File: src/rtl/eth_src_packer.sv
// Source selector and lane packer feeding the SIG-ETHERNET FIFO. One of NUM_CH
// source FIFOs is read at a time; narrow channels are packed MSB-first, wide channels pass through.
// Optional feature: define PARTIAL_FLUSH_EN to emit a zero-padded partial word after IDLE_TIMEOUT idle cycles.
module eth_src_packer #(
    parameter int                NUM_CH       = 4,
    parameter int                LANE_W       = 8,
    parameter int                OUT_LANES    = 4,
    parameter logic [NUM_CH-1:0] NARROW_MASK  = 4'b0001,
    parameter int                RD_LAT       = 1,
    parameter int                FLUSH_CYC    = 4,
    parameter int                DEFAULT_CH   = 0,
    parameter int                IDLE_TIMEOUT = 64
) (
    input  logic                                 clk,
    input  logic                                 rst_n,
    input  logic [NUM_CH-1:0]                    sel_pulse,
    input  logic                                 off_pulse,
    input  logic [NUM_CH*LANE_W*OUT_LANES-1:0]   src_data,
    input  logic [NUM_CH-1:0]                    src_almost_empty,
    output logic [NUM_CH-1:0]                    src_rd_en,
    output logic                                 out_wr_en,
    output logic [LANE_W*OUT_LANES-1:0]          out_data,
    input  logic                                 out_almost_full,
    input  logic                                 out_full,
    output logic                                 out_fifo_rst,
    output logic [NUM_CH-1:0]                    active_ch,
    output logic                                 overflow
);

    localparam int OUT_W = LANE_W * OUT_LANES;
    localparam int LCW   = (OUT_LANES > 1) ? $clog2(OUT_LANES) : 1;
    localparam int FCW   = $clog2(FLUSH_CYC + 1);
    localparam logic [NUM_CH-1:0] DEF_OH = NUM_CH'(1) << DEFAULT_CH;

    if (RD_LAT < 1 || RD_LAT > 3 || FLUSH_CYC < 1 || IDLE_TIMEOUT < 1) begin : g_param_check
        $error("eth_src_packer: parameter out of range");
    end

    typedef enum logic [1:0] {S_IDLE = 2'd0, S_FLUSH = 2'd1, S_RUN = 2'd2} state_t;

    state_t              state_q, state_d;
    logic [NUM_CH-1:0]   active_ch_q, active_ch_d;
    logic                off_req_q, off_req_d;
    logic [FCW-1:0]      fcnt_q, fcnt_d;
    logic [RD_LAT-1:0]   rd_pipe_q, rd_pipe_d;
    logic [LCW-1:0]      lane_cnt_q, lane_cnt_d;
    logic [OUT_W-1:0]    buf_q, buf_d;
    logic                out_wr_en_q, out_wr_en_d;
    logic [OUT_W-1:0]    out_data_q, out_data_d;
    logic                overflow_q, overflow_d;
`ifdef PARTIAL_FLUSH_EN
    localparam int ICW = $clog2(IDLE_TIMEOUT + 1);
    logic [ICW-1:0]      idle_cnt_q, idle_cnt_d;
`endif

    logic [NUM_CH-1:0]   sel_oh;
    logic                sel_valid;
    logic                flush_start;
    logic                flush_last;
    logic                cap;
    logic                is_narrow;
    logic [OUT_W-1:0]    src_word;
    logic                word_done;
    logic [OUT_W-1:0]    word;

    // Lowest-index select wins; re-selecting the live channel is a no-op unless an off is pending
    always_comb begin
        sel_oh = '0;
        for (int i = NUM_CH - 1; i >= 0; i--) begin
            if (sel_pulse[i]) begin
                sel_oh    = '0;
                sel_oh[i] = 1'b1;
            end
        end
        sel_valid   = (|sel_pulse) && ((sel_oh != active_ch_q) || off_req_q);
        flush_start = off_pulse || sel_valid;
        flush_last  = (state_q == S_FLUSH) && (fcnt_q == FCW'(FLUSH_CYC - 1));
    end

    always_ff @(posedge clk or negedge rst_n) begin
        if (!rst_n) begin
            state_q <= S_RUN;
        end else begin
            state_q <= state_d;
        end
    end

    always_comb begin
        state_d = state_q;
        if (flush_start) begin
            state_d = S_FLUSH;
        end else if (flush_last) begin
            state_d = off_req_q ? S_IDLE : S_RUN;
        end
    end

    always_comb begin
        out_fifo_rst = (state_q == S_FLUSH);
        src_rd_en    = {NUM_CH{(state_q == S_RUN) && !out_almost_full}} & active_ch_q & ~src_almost_empty;
    end

    always_comb begin
        active_ch_d = active_ch_q;
        off_req_d   = off_req_q;
        fcnt_d      = fcnt_q;
        if (off_pulse) begin
            off_req_d = 1'b1;
            fcnt_d    = '0;
        end else if (sel_valid) begin
            active_ch_d = sel_oh;
            off_req_d   = 1'b0;
            fcnt_d      = '0;
        end else if (flush_last) begin
            fcnt_d = '0;
            if (off_req_q) begin
                active_ch_d = '0;
                off_req_d   = 1'b0;
            end
        end else if (state_q == S_FLUSH) begin
            fcnt_d = fcnt_q + FCW'(1);
        end
    end

    // Capture, pack and write; a flush start overrides everything in flight
    always_comb begin
        cap       = rd_pipe_q[RD_LAT-1];
        rd_pipe_d = RD_LAT'({rd_pipe_q, |src_rd_en});
        is_narrow = |(active_ch_q & NARROW_MASK);
        src_word  = '0;
        for (int i = 0; i < NUM_CH; i++) begin
            if (active_ch_q[i]) src_word = src_word | src_data[i*OUT_W +: OUT_W];
        end
        buf_d       = buf_q;
        lane_cnt_d  = lane_cnt_q;
        out_wr_en_d = 1'b0;
        out_data_d  = out_data_q;
        overflow_d  = overflow_q;
        word_done   = 1'b0;
        word        = '0;
        if (cap) begin
            if (is_narrow) begin
                buf_d = {buf_q[OUT_W-LANE_W-1:0], src_word[LANE_W-1:0]};
                if (lane_cnt_q == LCW'(OUT_LANES - 1)) begin
                    lane_cnt_d = '0;
                    word_done  = 1'b1;
                    word       = buf_d;
                end else begin
                    lane_cnt_d = lane_cnt_q + LCW'(1);
                end
            end else begin
                lane_cnt_d = '0;
                word_done  = 1'b1;
                word       = src_word;
            end
        end
`ifdef PARTIAL_FLUSH_EN
        idle_cnt_d = idle_cnt_q;
        if (cap || (lane_cnt_q == '0) || !is_narrow || (state_q != S_RUN)) begin
            idle_cnt_d = '0;
        end else if (idle_cnt_q == ICW'(IDLE_TIMEOUT - 1)) begin
            idle_cnt_d = '0;
            lane_cnt_d = '0;
            word_done  = 1'b1;
            word       = buf_q << (LANE_W * (OUT_LANES - int'(lane_cnt_q)));
        end else begin
            idle_cnt_d = idle_cnt_q + ICW'(1);
        end
`endif
        if (word_done) begin
            out_wr_en_d = 1'b1;
            out_data_d  = word;
            if (out_full) overflow_d = 1'b1;
        end
        if (flush_start) begin
            buf_d       = '0;
            lane_cnt_d  = '0;
            rd_pipe_d   = '0;
            out_wr_en_d = 1'b0;
            out_data_d  = out_data_q;
`ifdef PARTIAL_FLUSH_EN
            idle_cnt_d  = '0;
`endif
        end
    end

    always_ff @(posedge clk or negedge rst_n) begin
        if (!rst_n) begin
            active_ch_q <= DEF_OH;
            off_req_q   <= 1'b0;
            fcnt_q      <= '0;
            rd_pipe_q   <= '0;
            lane_cnt_q  <= '0;
            buf_q       <= '0;
            out_wr_en_q <= 1'b0;
            out_data_q  <= '0;
            overflow_q  <= 1'b0;
`ifdef PARTIAL_FLUSH_EN
            idle_cnt_q  <= '0;
`endif
        end else begin
            active_ch_q <= active_ch_d;
            off_req_q   <= off_req_d;
            fcnt_q      <= fcnt_d;
            rd_pipe_q   <= rd_pipe_d;
            lane_cnt_q  <= lane_cnt_d;
            buf_q       <= buf_d;
            out_wr_en_q <= out_wr_en_d;
            out_data_q  <= out_data_d;
            overflow_q  <= overflow_d;
`ifdef PARTIAL_FLUSH_EN
            idle_cnt_q  <= idle_cnt_d;
`endif
        end
    end

    assign active_ch = active_ch_q;
    assign out_wr_en = out_wr_en_q;
    assign out_data  = out_data_q;
    assign overflow  = overflow_q;

endmodule

File: config.mk
export PLATFORM = sky130hd
export DESIGN_NAME = eth_src_packer
export DESIGN_NICKNAME = d
export VERILOG_FILES = /design/src/rtl/eth_src_packer.sv
export SDC_FILE = /design/constraint.sdc
export NUM_CORES = 1
export LEC_CHECK = 0
export CORE_MARGIN = 2
export CORE_UTILIZATION = 38
export CTS_CLUSTER_SIZE = 25
export DETAILED_ROUTE_END_ITERATION = 7
export GPL_TIMING_DRIVEN = 0
export PLACE_DENSITY = 0.82
export SLEW_MARGIN = 10
export SYNTH_ARGS = -nofsm -noshare
export SYNTH_HDL_FRONTEND = slang
export SYNTH_SLANG_ARGS = --single-unit
File: constraint.sdc
create_clock -name clk -period 2.75 [get_ports clk]
set_clock_uncertainty 0.05 [all_clocks]
set_input_delay 0.825 -clock clk [delete_from_list [all_inputs] [get_ports clk]]
set_output_delay 0.825 -clock clk [all_outputs]
set_load 0.01 [all_outputs]
==> metrics.md <==
| Metric | Value |
|---|---|
| Status | finished, final reports clean |
| Die height | between 100 and 150 um |
| DRT Wirelength | approximately 12000 um |
| CP peak stage delay | 0.54 ns |
| Number of warnings issued by yosys | 0 |
| Crit path from | sel_pulse[2] |
| Mapped Avg Cell Area | roughly 10 sq um |
| Max-Cap Viols | 0 |
| Vias/cell | ~5.3 |
| Reg2reg start | active_ch[0]$_DFFE_PN1P_ |
| Port bufs | between 150 and 200 |
| CP Capture Type | flip-flop |
| Unrepaired setup endpoints after global routing | no |
| # DRC | 0 |
| Clock tree sinks | 71 |
| Via count | roughly 3.6k |
| Final Hold Fails | 0 |
| Wl on met1 | between 4000 and 5000 um |
| Design area | a little under 6000 sq um |
| Placed cell count | ~660 |
| Antenna-violating nets left | 0 |
| First-pass GRT wire length | 18400 um |
| WS Path Type | in -> reg |
| Register area share after synthesis | a little under half |
| Post-layout net count | roughly 700 |
| DRT Pass-1 Iters | 6 |
| Final setup violation count | 0 |
| Crit-path cells | clkdlybuf4s50_1 -> nor3b_2 -> mux2_4 -> a32oi_2 -> nor2_4 -> buf_6 -> mux2_4 |
| Final Power | around 2.4 mW |
| Cts hold-fix bufs | 0 |
| Crit-path max FO | 10 |
| P per Cell Area | between 400 and 500 nW/um^2 |
| Post-synth EDFFs | 0 |
| CTS clk-pin slew, worst paths | 0.08 ns |
| Root Driver | clkbuf_8 |
| CP dominant cell by count | mux2_4 |
| Ant. Diodes | 0 |
| # IOs | roughly 180 |
| CP Launch Type | input port |
| CTS tree | built |
| HP Class | in -> async |
| Commonest non-fill, non-tap cell in the layout | clkdlybuf4s50_1 |
| Vias in the first global route | 3845 |
| Routed WL per cell | ~18 um |
| Fin crit period | ~2.7 ns |
| Initial Utilization | between 30% and 40% |
| CTS Buf Count | 9 |
| Fin cells | roughly 680 |
| Final slew viol count | 0 |
| Synthesized area | 3750 sq um |
| Core area | 9680 sq um |
| Hpwl dp | approximately 9000 um |
| Synth-to-Final Area Change | 54.6% |
| Largest net degree at the start of global routing | between 40 and 50 |
| Slew headroom | a little over half |
| Tcrit/Tclk final | 97.5% |
| Top routing layer in use | met4 |
| Die ar. | around 11000 sq um |
| Die Width | a little over 100 um |
| Dpl cell area | around 5500 sq um |
| Critical path required time | 2.93 ns |
| H-tree depth | 3 |
| Global route total overflow | 0 |
| Metal2 WL | 6030 um |
| Commonest non-fill, non-tap cells in the layout | clkdlybuf4s50_1 (151), nand2_1 (86), dfrtp_1 (69) |
| Gp weighted congestion | around 0.84 |
| Leakage power total | roughly 2.3 nW |
| Top_reg_cell synth | dfrtp_1 |
| Post-Syn Instances | approximately 360 |
| Maximum VDD drop | a little over 0.0003 V |
| Post-synthesis cell type count | 44 |
| Async S/R FF share, synth | 100% |
| Worst-Margin Slew | about 0.69 ns |
| Antenna violations before repair | 0 |
| Met3 wire length | 723 um |
| Worst path slowest cell | clkdlybuf4s50_1 |
| Fraction of layout cells with a size suffix above 1 | between 15 and 20% |
| Total GRT Usage | 22.6% |
| Clk_lat worst skew | roughly 0.35 ns |
| Syn_nets | approximately 500 |
| Row count | 36 |
| Initial DRC Count | about 160 |
| Crit path DAT | approximately 2.9 ns |
| FF+latch count, synth | 71 |
| F_max | 373 MHz |
| Clk buf depth | 2 |
-- cell type report --
type / instances / area (sq um)
Clock inverter: 4 / 53.8
Tap cell: 133 / 166
Sequential cell: 71 / 1780
Inverter: 3 / 11.3
Fill cell: 833 / 3880
Multi-Input combinational cell: 257 / 1840
Clock buffer: 12 / 155
Buffer: 31 / 154
Timing Repair Buffer: 167 / 1640
-- worst max-delay path, delay by kind of cell --
family	cells	cell delay (ns)
buffers and inverters	2	0.72
AND/OR/NAND/NOR	2	0.38
multiplexers	2	0.65
AO/OA/AOI/OAI	1	0.29
-- stage by stage --
step / setup slack, ns / util [%] / hold slack (ns) / TNS, ns
floorplan: 0.192 / - / 0.415 / 0
global placement: -1.50 / 56.9 / 0.429 / -120.99
detailed placement: -0.710 / 57.1 / 0.430 / -21.68
CTS: 0.0136 / 59.6 / 0.335 / 0
global route: 0.00448 / 59.9 / 0.353 / 0
finish: 0.0681 / 59.9 / 0.334 / 0
-- synthesized netlist by cell type (all sizes together) (2+ instances only) --
cell | n | share of area [%]
o21ai | 26 | 3.5
a21oi | 25 | 3.3
ha | 2 | 0.67
a222oi | 24 | 6.4
dfstp | 2 | 1.4
nor3b | 5 | 1.1
nor2 | 6 | 0.80
a22o | 2 | 0.47
mux2 | 34 | 13
dfrtp | 69 | 46
nor2b | 3 | 0.50
xnor2 | 3 | 0.70
buf | 7 | 1.7
clkbuf | 24 | 2.4
nand2 | 86 | 8.6
a22oi | 16 | 3.2
nor3 | 3 | 0.70
nand3b | 2 | 0.40
inv | 3 | 0.30
and2 | 2 | 0.33
-- logic make-up (layout without fill, tap and decap cells) --
kind of cell             count (synthesis)  count (layout)  share of synthesized area, %
buffers and inverters                   34             217                          4.37
AO/OA/AOI/OAI                          103             103                          19.5
adder cells (fa/ha/maj)                  2               2                         0.667
XOR/XNOR                                 4               4                         0.934
flip-flops                              71              71                          47.4
AND/OR/NAND/NOR                        113             113                          13.7
multiplexers                            35              35                          13.5
-- metal layers --
layer / up-vias / track usage, %
li1: 1682 / -
met1: 1759 / 27.3
met2: 139 / 40.6
met3: 13 / 3.90
met4: 0 / 7.49
met5: - / 0
-- state kept, by name, summed over array words and instances (netlist names) --
name	count
active_ch	4
buf_q	24
cap	1
fcnt_q	3
lane_cnt_q	2
off_req_q	1
out_data	32
out_wr_en	1
overflow	1
state_q	2
-- timing repair --
item	CTS	global route
pin swaps	5	6
setup buffers	4	3
setup endpoints to repair	33	43
gates resized for setup	24	3
-- where the power goes --
part,internal [mW],leakage [nW],total (mW),switching (mW)
combinational,0.245,1.27,0.451,0.206
sequential,1.05,0.976,1.06,0.00676
clock,0.471,0.0988,0.875,0.404
-- final timing paths --
path                                       endpoint  slack (ns)  cells past startpoint
max                         out_data[4]$_DFFE_PN0P_        0.07                      7
min                        out_data[13]$_DFFE_PN0P_        0.33                      1
max reg2reg                out_data[23]$_DFFE_PN0P_        0.46                      7
min reg2reg                    overflow$_DFFE_PN0P_        0.44                      1
max in group asynchronous  active_ch[0]$_DFFE_PN1P_        1.69                      2
min in group clk               overflow$_DFFE_PN0P_        0.44                      1
(Power assumes the default switching activity.)
